===== config.mk =====
export PLATFORM = sky130hd
export DESIGN_NAME = ps2_cmd_arbiter
export DESIGN_NICKNAME = d
export VERILOG_FILES = /design/src/rtl/ps2_cmd_arbiter.sv
export SDC_FILE = /design/constraint.sdc
export NUM_CORES = 1
export LEC_CHECK = 0
export BUFFER_PORTS_ARGS = -buffer_cell sky130_fd_sc_hd__buf_2
export CAP_MARGIN = 0
export CORE_ASPECT_RATIO = 1.25
export CORE_MARGIN = 4
export CORE_UTILIZATION = 53
export DETAILED_ROUTE_END_ITERATION = 6
export GPL_ROUTABILITY_DRIVEN = 0
export GPL_TIMING_DRIVEN = 0
export PLACE_DENSITY = 0.92
export SETUP_SLACK_MARGIN = 0.02
export SKIP_LAST_GASP = 1
export SLEW_MARGIN = 20
export SYNTH_ARGS = -nofsm -noshare
export SYNTH_HDL_FRONTEND = slang
export SYNTH_SLANG_ARGS = --single-unit

===== constraint.sdc =====
create_clock -name qzt_clk -period 2.7 [get_ports qzt_clk]
set_input_delay 0.54 -clock qzt_clk [delete_from_list [all_inputs] [get_ports qzt_clk]]
set_output_delay 0.54 -clock qzt_clk [all_outputs]
set_load 0.01 [all_outputs]

===== src/rtl/ps2_cmd_arbiter.sv =====
// ps2_cmd_arbiter: shares one PS/2 byte transmitter/receiver between the init
// sequencer (port 0) and the runtime command path (port 1). It sends the
// command, waits for the ACK with bounded resend retries and collects up to
// three response bytes.
// Optional feature macro: PS2_ARB_ROUNDROBIN_EN (alternate winner on ties).
module ps2_cmd_arbiter #(
    parameter int unsigned MAX_RETRY    = 3,
    parameter int unsigned ACK_TO_TICKS = 70,
    parameter int unsigned TX_TO_TICKS  = 150
) (
    input  logic        qzt_clk,
    input  logic        rst,
    input  logic        tick_100us,
    input  logic        req0,
    input  logic        req1,
    input  logic [7:0]  cmd0,
    input  logic [7:0]  cmd1,
    input  logic [1:0]  nresp0,
    input  logic [1:0]  nresp1,
    output logic        gnt0,
    output logic        gnt1,
    output logic        done,
    output logic [1:0]  status,
    output logic [23:0] resp_data,
    output logic        tx_start,
    output logic [7:0]  tx_byte,
    input  logic        tx_done,
    output logic        rx_en,
    input  logic        rx_valid,
    input  logic [7:0]  rx_byte,
    input  logic        rx_err,
    output logic        busy
);

    localparam int unsigned TIMER_W = 8;
    localparam int unsigned RETRY_W = 8;

    localparam logic [7:0] BYTE_ACK    = 8'hFA;
    localparam logic [7:0] BYTE_RESEND = 8'hFE;
    localparam logic [7:0] BYTE_ERROR  = 8'hFC;

    localparam logic [1:0] ST_OK      = 2'd0;
    localparam logic [1:0] ST_DEV_ERR = 2'd1;
    localparam logic [1:0] ST_TIMEOUT = 2'd2;

    typedef enum logic [2:0] {
        IDLE,
        SEND,
        WAIT_TX,
        WAIT_ACK,
        RESP,
        FIN,
        DONE
    } state_t;

    state_t               state, state_nx;
    logic [1:0]           nresp_lat, nresp_nx;
    logic [1:0]           idx, idx_nx;
    logic [RETRY_W-1:0]   retry, retry_nx;
    logic [TIMER_W-1:0]   timer, timer_nx;
    logic [7:0]           cmd_nx;
    logic [1:0]           status_nx;
    logic [23:0]          resp_nx;
    logic                 gnt0_nx, gnt1_nx;
    logic                 done_nx, tx_start_nx, rx_en_nx, busy_nx;
    logic                 pick1;
    logic                 retry_ok;
    logic                 prefer1;

`ifdef PS2_ARB_ROUNDROBIN_EN
    logic last_gnt;

    // Remember who was served last; port 1 "last" out of reset so port 0 wins the first tie
    always_ff @(posedge qzt_clk) begin
        if (rst) begin
            last_gnt <= 1'b1;
        end else if (state == FIN) begin
            last_gnt <= gnt1;
        end
    end

    assign prefer1 = ~last_gnt;
`else
    assign prefer1 = 1'b0;
`endif

    // State, datapath and registered outputs
    always_ff @(posedge qzt_clk) begin
        if (rst) begin
            state     <= IDLE;
            nresp_lat <= 2'd0;
            idx       <= 2'd0;
            retry     <= '0;
            timer     <= '0;
            tx_byte   <= 8'd0;
            status    <= 2'd0;
            resp_data <= 24'd0;
            gnt0      <= 1'b0;
            gnt1      <= 1'b0;
            done      <= 1'b0;
            tx_start  <= 1'b0;
            rx_en     <= 1'b0;
            busy      <= 1'b0;
        end else begin
            state     <= state_nx;
            nresp_lat <= nresp_nx;
            idx       <= idx_nx;
            retry     <= retry_nx;
            timer     <= timer_nx;
            tx_byte   <= cmd_nx;
            status    <= status_nx;
            resp_data <= resp_nx;
            gnt0      <= gnt0_nx;
            gnt1      <= gnt1_nx;
            done      <= done_nx;
            tx_start  <= tx_start_nx;
            rx_en     <= rx_en_nx;
            busy      <= busy_nx;
        end
    end

    // Next-state, datapath updates and next output values
    always_comb begin
        state_nx  = state;
        nresp_nx  = nresp_lat;
        idx_nx    = idx;
        retry_nx  = retry;
        cmd_nx    = tx_byte;
        status_nx = status;
        resp_nx   = resp_data;
        gnt0_nx   = gnt0;
        gnt1_nx   = gnt1;
        // Saturating tick counter; per-state clears below override it
        timer_nx  = (tick_100us && (timer != '1)) ? timer + TIMER_W'(1) : timer;
        pick1     = req1 && (!req0 || prefer1);
        retry_ok  = retry < RETRY_W'(MAX_RETRY);

        case (state)
            IDLE: begin
                if (req0 || req1) begin
                    cmd_nx   = pick1 ? cmd1 : cmd0;
                    nresp_nx = pick1 ? nresp1 : nresp0;
                    gnt0_nx  = ~pick1;
                    gnt1_nx  = pick1;
                    retry_nx = '0;
                    resp_nx  = 24'd0;
                    state_nx = SEND;
                end
            end
            SEND: begin
                timer_nx = '0;
                state_nx = WAIT_TX;
            end
            WAIT_TX: begin
                if (tx_done) begin
                    timer_nx = '0;
                    state_nx = WAIT_ACK;
                end else if (timer >= TIMER_W'(TX_TO_TICKS)) begin
                    status_nx = ST_TIMEOUT;
                    state_nx  = FIN;
                end
            end
            WAIT_ACK: begin
                if (rx_valid) begin
                    if (rx_byte == BYTE_ACK) begin
                        if (nresp_lat == 2'd0) begin
                            status_nx = ST_OK;
                            state_nx  = FIN;
                        end else begin
                            timer_nx = '0;
                            idx_nx   = 2'd0;
                            state_nx = RESP;
                        end
                    end else if (rx_byte == BYTE_RESEND) begin
                        if (retry_ok) begin
                            retry_nx = retry + RETRY_W'(1);
                            state_nx = SEND;
                        end else begin
                            status_nx = ST_DEV_ERR;
                            state_nx  = FIN;
                        end
                    end else if (rx_byte == BYTE_ERROR) begin
                        status_nx = ST_DEV_ERR;
                        state_nx  = FIN;
                    end
                end else if (rx_err) begin
                    if (retry_ok) begin
                        retry_nx = retry + RETRY_W'(1);
                        state_nx = SEND;
                    end else begin
                        status_nx = ST_DEV_ERR;
                        state_nx  = FIN;
                    end
                end else if (timer >= TIMER_W'(ACK_TO_TICKS)) begin
                    status_nx = ST_TIMEOUT;
                    state_nx  = FIN;
                end
            end
            RESP: begin
                if (rx_valid) begin
                    resp_nx[{idx, 3'b000} +: 8] = rx_byte;
                    idx_nx   = idx + 2'd1;
                    timer_nx = '0;
                    if ((idx + 2'd1) == nresp_lat) begin
                        status_nx = ST_OK;
                        state_nx  = FIN;
                    end
                end else if (rx_err) begin
                    status_nx = ST_DEV_ERR;
                    state_nx  = FIN;
                end else if (timer >= TIMER_W'(ACK_TO_TICKS)) begin
                    status_nx = ST_TIMEOUT;
                    state_nx  = FIN;
                end
            end
            FIN: begin
                gnt0_nx  = 1'b0;
                gnt1_nx  = 1'b0;
                state_nx = DONE;
            end
            DONE: begin
                state_nx = IDLE;
            end
            default: begin
                state_nx = IDLE;
            end
        endcase

        done_nx     = (state_nx == FIN);
        tx_start_nx = (state_nx == SEND);
        rx_en_nx    = (state_nx == WAIT_ACK) || (state_nx == RESP);
        busy_nx     = (state_nx != IDLE);
    end

endmodule

==> out/metrics.yaml <==
synth.distinct_cells: 60
cp_num_buf_inv: 2
multiInputGateArea_sq_mm: 0.00151
hold_depth: 2
numClockSinks: 63
clkLatencyLatePin_ns: 0.34
syn_area_per_cell_sq_um: 8.67
grt.overflow.total: 0
dr.pass1.iters: 4
core.rowCount: 30
cp_common_cell: "nor2_1"
rsz0062_at_grt: "false"
synthMuxAreaShare: 0
synth_edf_count: 0
area_growth_pct: 21.4
hold_path.class: "reg2reg"
synth-simple-area-share: 0.252
drtAntennaViolNets: 0
switching_power_uw: 822
ys_seq_elements: 63
max_stage_delay_ns: 0.61
pwr-share-clk: 0.309
power_mw: 2.53
synth_fa_ha_area_frac: 0.0253
final_common_cell: "buf_2"
io_buffer_count: 73
regArea_sq_mm: 0.00126
root_buffer: "clkbuf_8"
fin_worst_skew_ns: 0.00900
path_class: "in2reg"
layout-drive-gt1-share: 0.265
final_hold_viol_count: 0
grtUsageMet1: 0.253
cap_violations: 0
synthesis.area_sq_mm: 0.00296
antennaDiodeCount: 0
die_h_um: 91.6
dp_hpwl_mm: 5.30
place_inst: 479
cts_tree: "built"
crit_fanout: 8
die-area_sq_mm: 0.00686
die_w_um: 74.9
layout_common_cells: "buf_2, dfxtp_1, nor2_1"
post_cts_buffers: 0
met3_usage: 0.0570
worstHoldStart: "resp_data[3]$_SDFFE_PP0P_"
ys_seq_area_frac: 0.425
status: "finished clean"
stdcell_count: 495
worstPathArrival_ns: 2.50
pwr_density_cell_mw_per_mm2: 703
peakVddDrop_mv: 0.513
synth_compound_area_frac: 0.201
nNetsFinal: 468
startpoint_type: "input port"
cp_data_required_time_ns: 2.91
async_reset_ff_frac: 0
worst_r2r_path_depth: 9
start_util: 0.545
r2r-start: "state[0]$_SDFF_PP0_"
synthFlopType: "dfxtp_1"
path_cells: "buf_2 -> nand4b_1 -> nor4_1 -> nor2_1 -> a21o_1 -> nand2b_1 -> clkbuf_1 -> nor2_1"
path_clk_slew_ns: 0.07
drt-total-wl_mm: 7.27
setup_viol: 0
r2r-end: "resp_data[19]$_SDFFE_PP0P_"
drt_iter0_drc: 188
min_period_ns: 2.28
clockBufferDepth: 2
maxSlewHeadroom: 0.582
hold_path_end: "resp_data[3]$_SDFFE_PP0P_"
path_delay_family: "simple AND/OR/NAND/NOR gates"
groute.usage.overall: 0.218
switching_share: 0.325
critical-path-slowest-cell: "nor4_1"
coreArea_sq_mm: 0.00544
antenna_found_initial: 0
finalCritPeriodShare: 0.845
p_leak_nw: 1.54
grt_max_degree: 12
grt_busiest_layer: "met2"
route.vias.total: 2803
finalSetupTns_ns: 0
grt_pass1_wl_mm: 11.7
fin_area_sq_mm: 0.00360
fillerInstances: 421
synth_xor_area_frac: 0.0325
post_cts_resize_count: 0
post_drt_wl_per_cell_um: 14.7
crit_path_end_kind: "register"
syn_nets: 384
p_int_mw: 1.71
synth_top_family_by_area: "simple AND/OR/NAND/NOR gates"
worst_pin_slew_ns: 0.618
report.final.slew_viol_count: 0
first_global_vias: 2664
ios: 76
viasPerCell: 5.66
p_seq_frac: 0.419
timing.fmax_mhz: 438
cts_made_buffers: 9
use_met2: 0.362
ys_warn_count: 0
p_comb_frac: 0.273
synthCells: 342
hold_buffers: 0
path_depth: 8
drcViolationCount: 0
rrSetupSlack_ns: 0.54
htreeDepth: 3
place_area_sq_mm: 0.00341
## cells in the mapped netlist, types with 5 or more instances
master	count	area [sq um]
a21oi_1	22	110
nor2_1	48	180
clkbuf_1	10	37.5
nand2_1	30	113
o22ai_1	10	62.6
and2_1	6	37.5
a22oi_1	16	120
dfxtp_1	63	1260
nor3_1	18	90.1
xor2_1	8	70.1
nand3_1	13	65.1
inv_1	8	30.0
and3_1	5	31.3
ha_1	6	75.1
o21ai_0	5	25.0
## cell type report
class	instances	share of cell area
tap	64	0.0223
buffer	23	0.0442
multi-input combinational	248	0.421
clock inverter	6	0.0170
inverter	8	0.00834
timing repair buffer	73	0.102
sequential	63	0.350
clock buffer	10	0.0355
## metrics by stage
stage                util  hold slack (ns)  setup slack (ns)
floorplan               -            0.432             0.663
global placement    0.626            0.439             0.152
detailed placement  0.626            0.441             0.140
CTS                 0.661            0.451             0.481
global route        0.661            0.480             0.231
finish              0.661            0.450             0.417
## routing by layer
metal / share of wire / wire [um]
met5: 0 / 0
met2: 0.49 / 3550
met3: 0.068 / 495
met4: 0.026 / 191
met1: 0.42 / 3030
## sequential cells by signal, summed over array words and instances, names as in the netlist
name,flops
busy,1
done,1
gnt0,1
gnt1,1
idx,2
nresp_lat,2
resp_data,24
retry,8
rx_en,1
state,3
status,2
timer,8
tx_byte,8
tx_start,1
## cell families (layout without fill, tap and decap cells)
| family | Yosys count | after routing |
|---|---|---|
| buffers and inverters | 31 | 120 |
| adder cells (fa/ha/maj) | 6 | 6 |
| AND/OR/NAND/NOR | 148 | 148 |
| flip-flops | 63 | 63 |
| XOR/XNOR | 11 | 11 |
| AO/OA/AOI/OAI | 83 | 83 |
## how the worst max path moves through the flow
stage / slack (ns) / from / end
3_3_place_gp: 0.15 / rx_byte[0] / timer[1]$_SDFF_PP0_
6_report: 0.42 / rx_byte[0] / timer[0]$_SDFF_PP0_
2_1_floorplan: 0.66 / rx_byte[0] / timer[1]$_SDFF_PP0_
3_5_place_dp: 0.14 / rx_byte[0] / timer[0]$_SDFF_PP0_
5_1_grt: 0.23 / rx_byte[0] / timer[7]$_SDFF_PP0_
4_1_cts: 0.48 / rx_byte[0] / timer[0]$_SDFF_PP0_
## tightest hold or removal path, stage by stage, from the launching register on
cell and delay, ns:
dfxtp_1 0.31, nand2_1 0.05, a21oi_1 0.05
## power by group through the flow
stage	clock network (mW)	registers (mW)	logic [mW]
2_1_floorplan	0	1.10	0.464
3_3_place_gp	0	1.08	0.660
3_5_place_dp	0	1.08	0.680
4_1_cts	0.798	1.06	0.685
5_1_grt	0.844	1.07	0.759
6_report	0.781	1.06	0.690
Note: power is estimated with default switching activity, not from simulation.
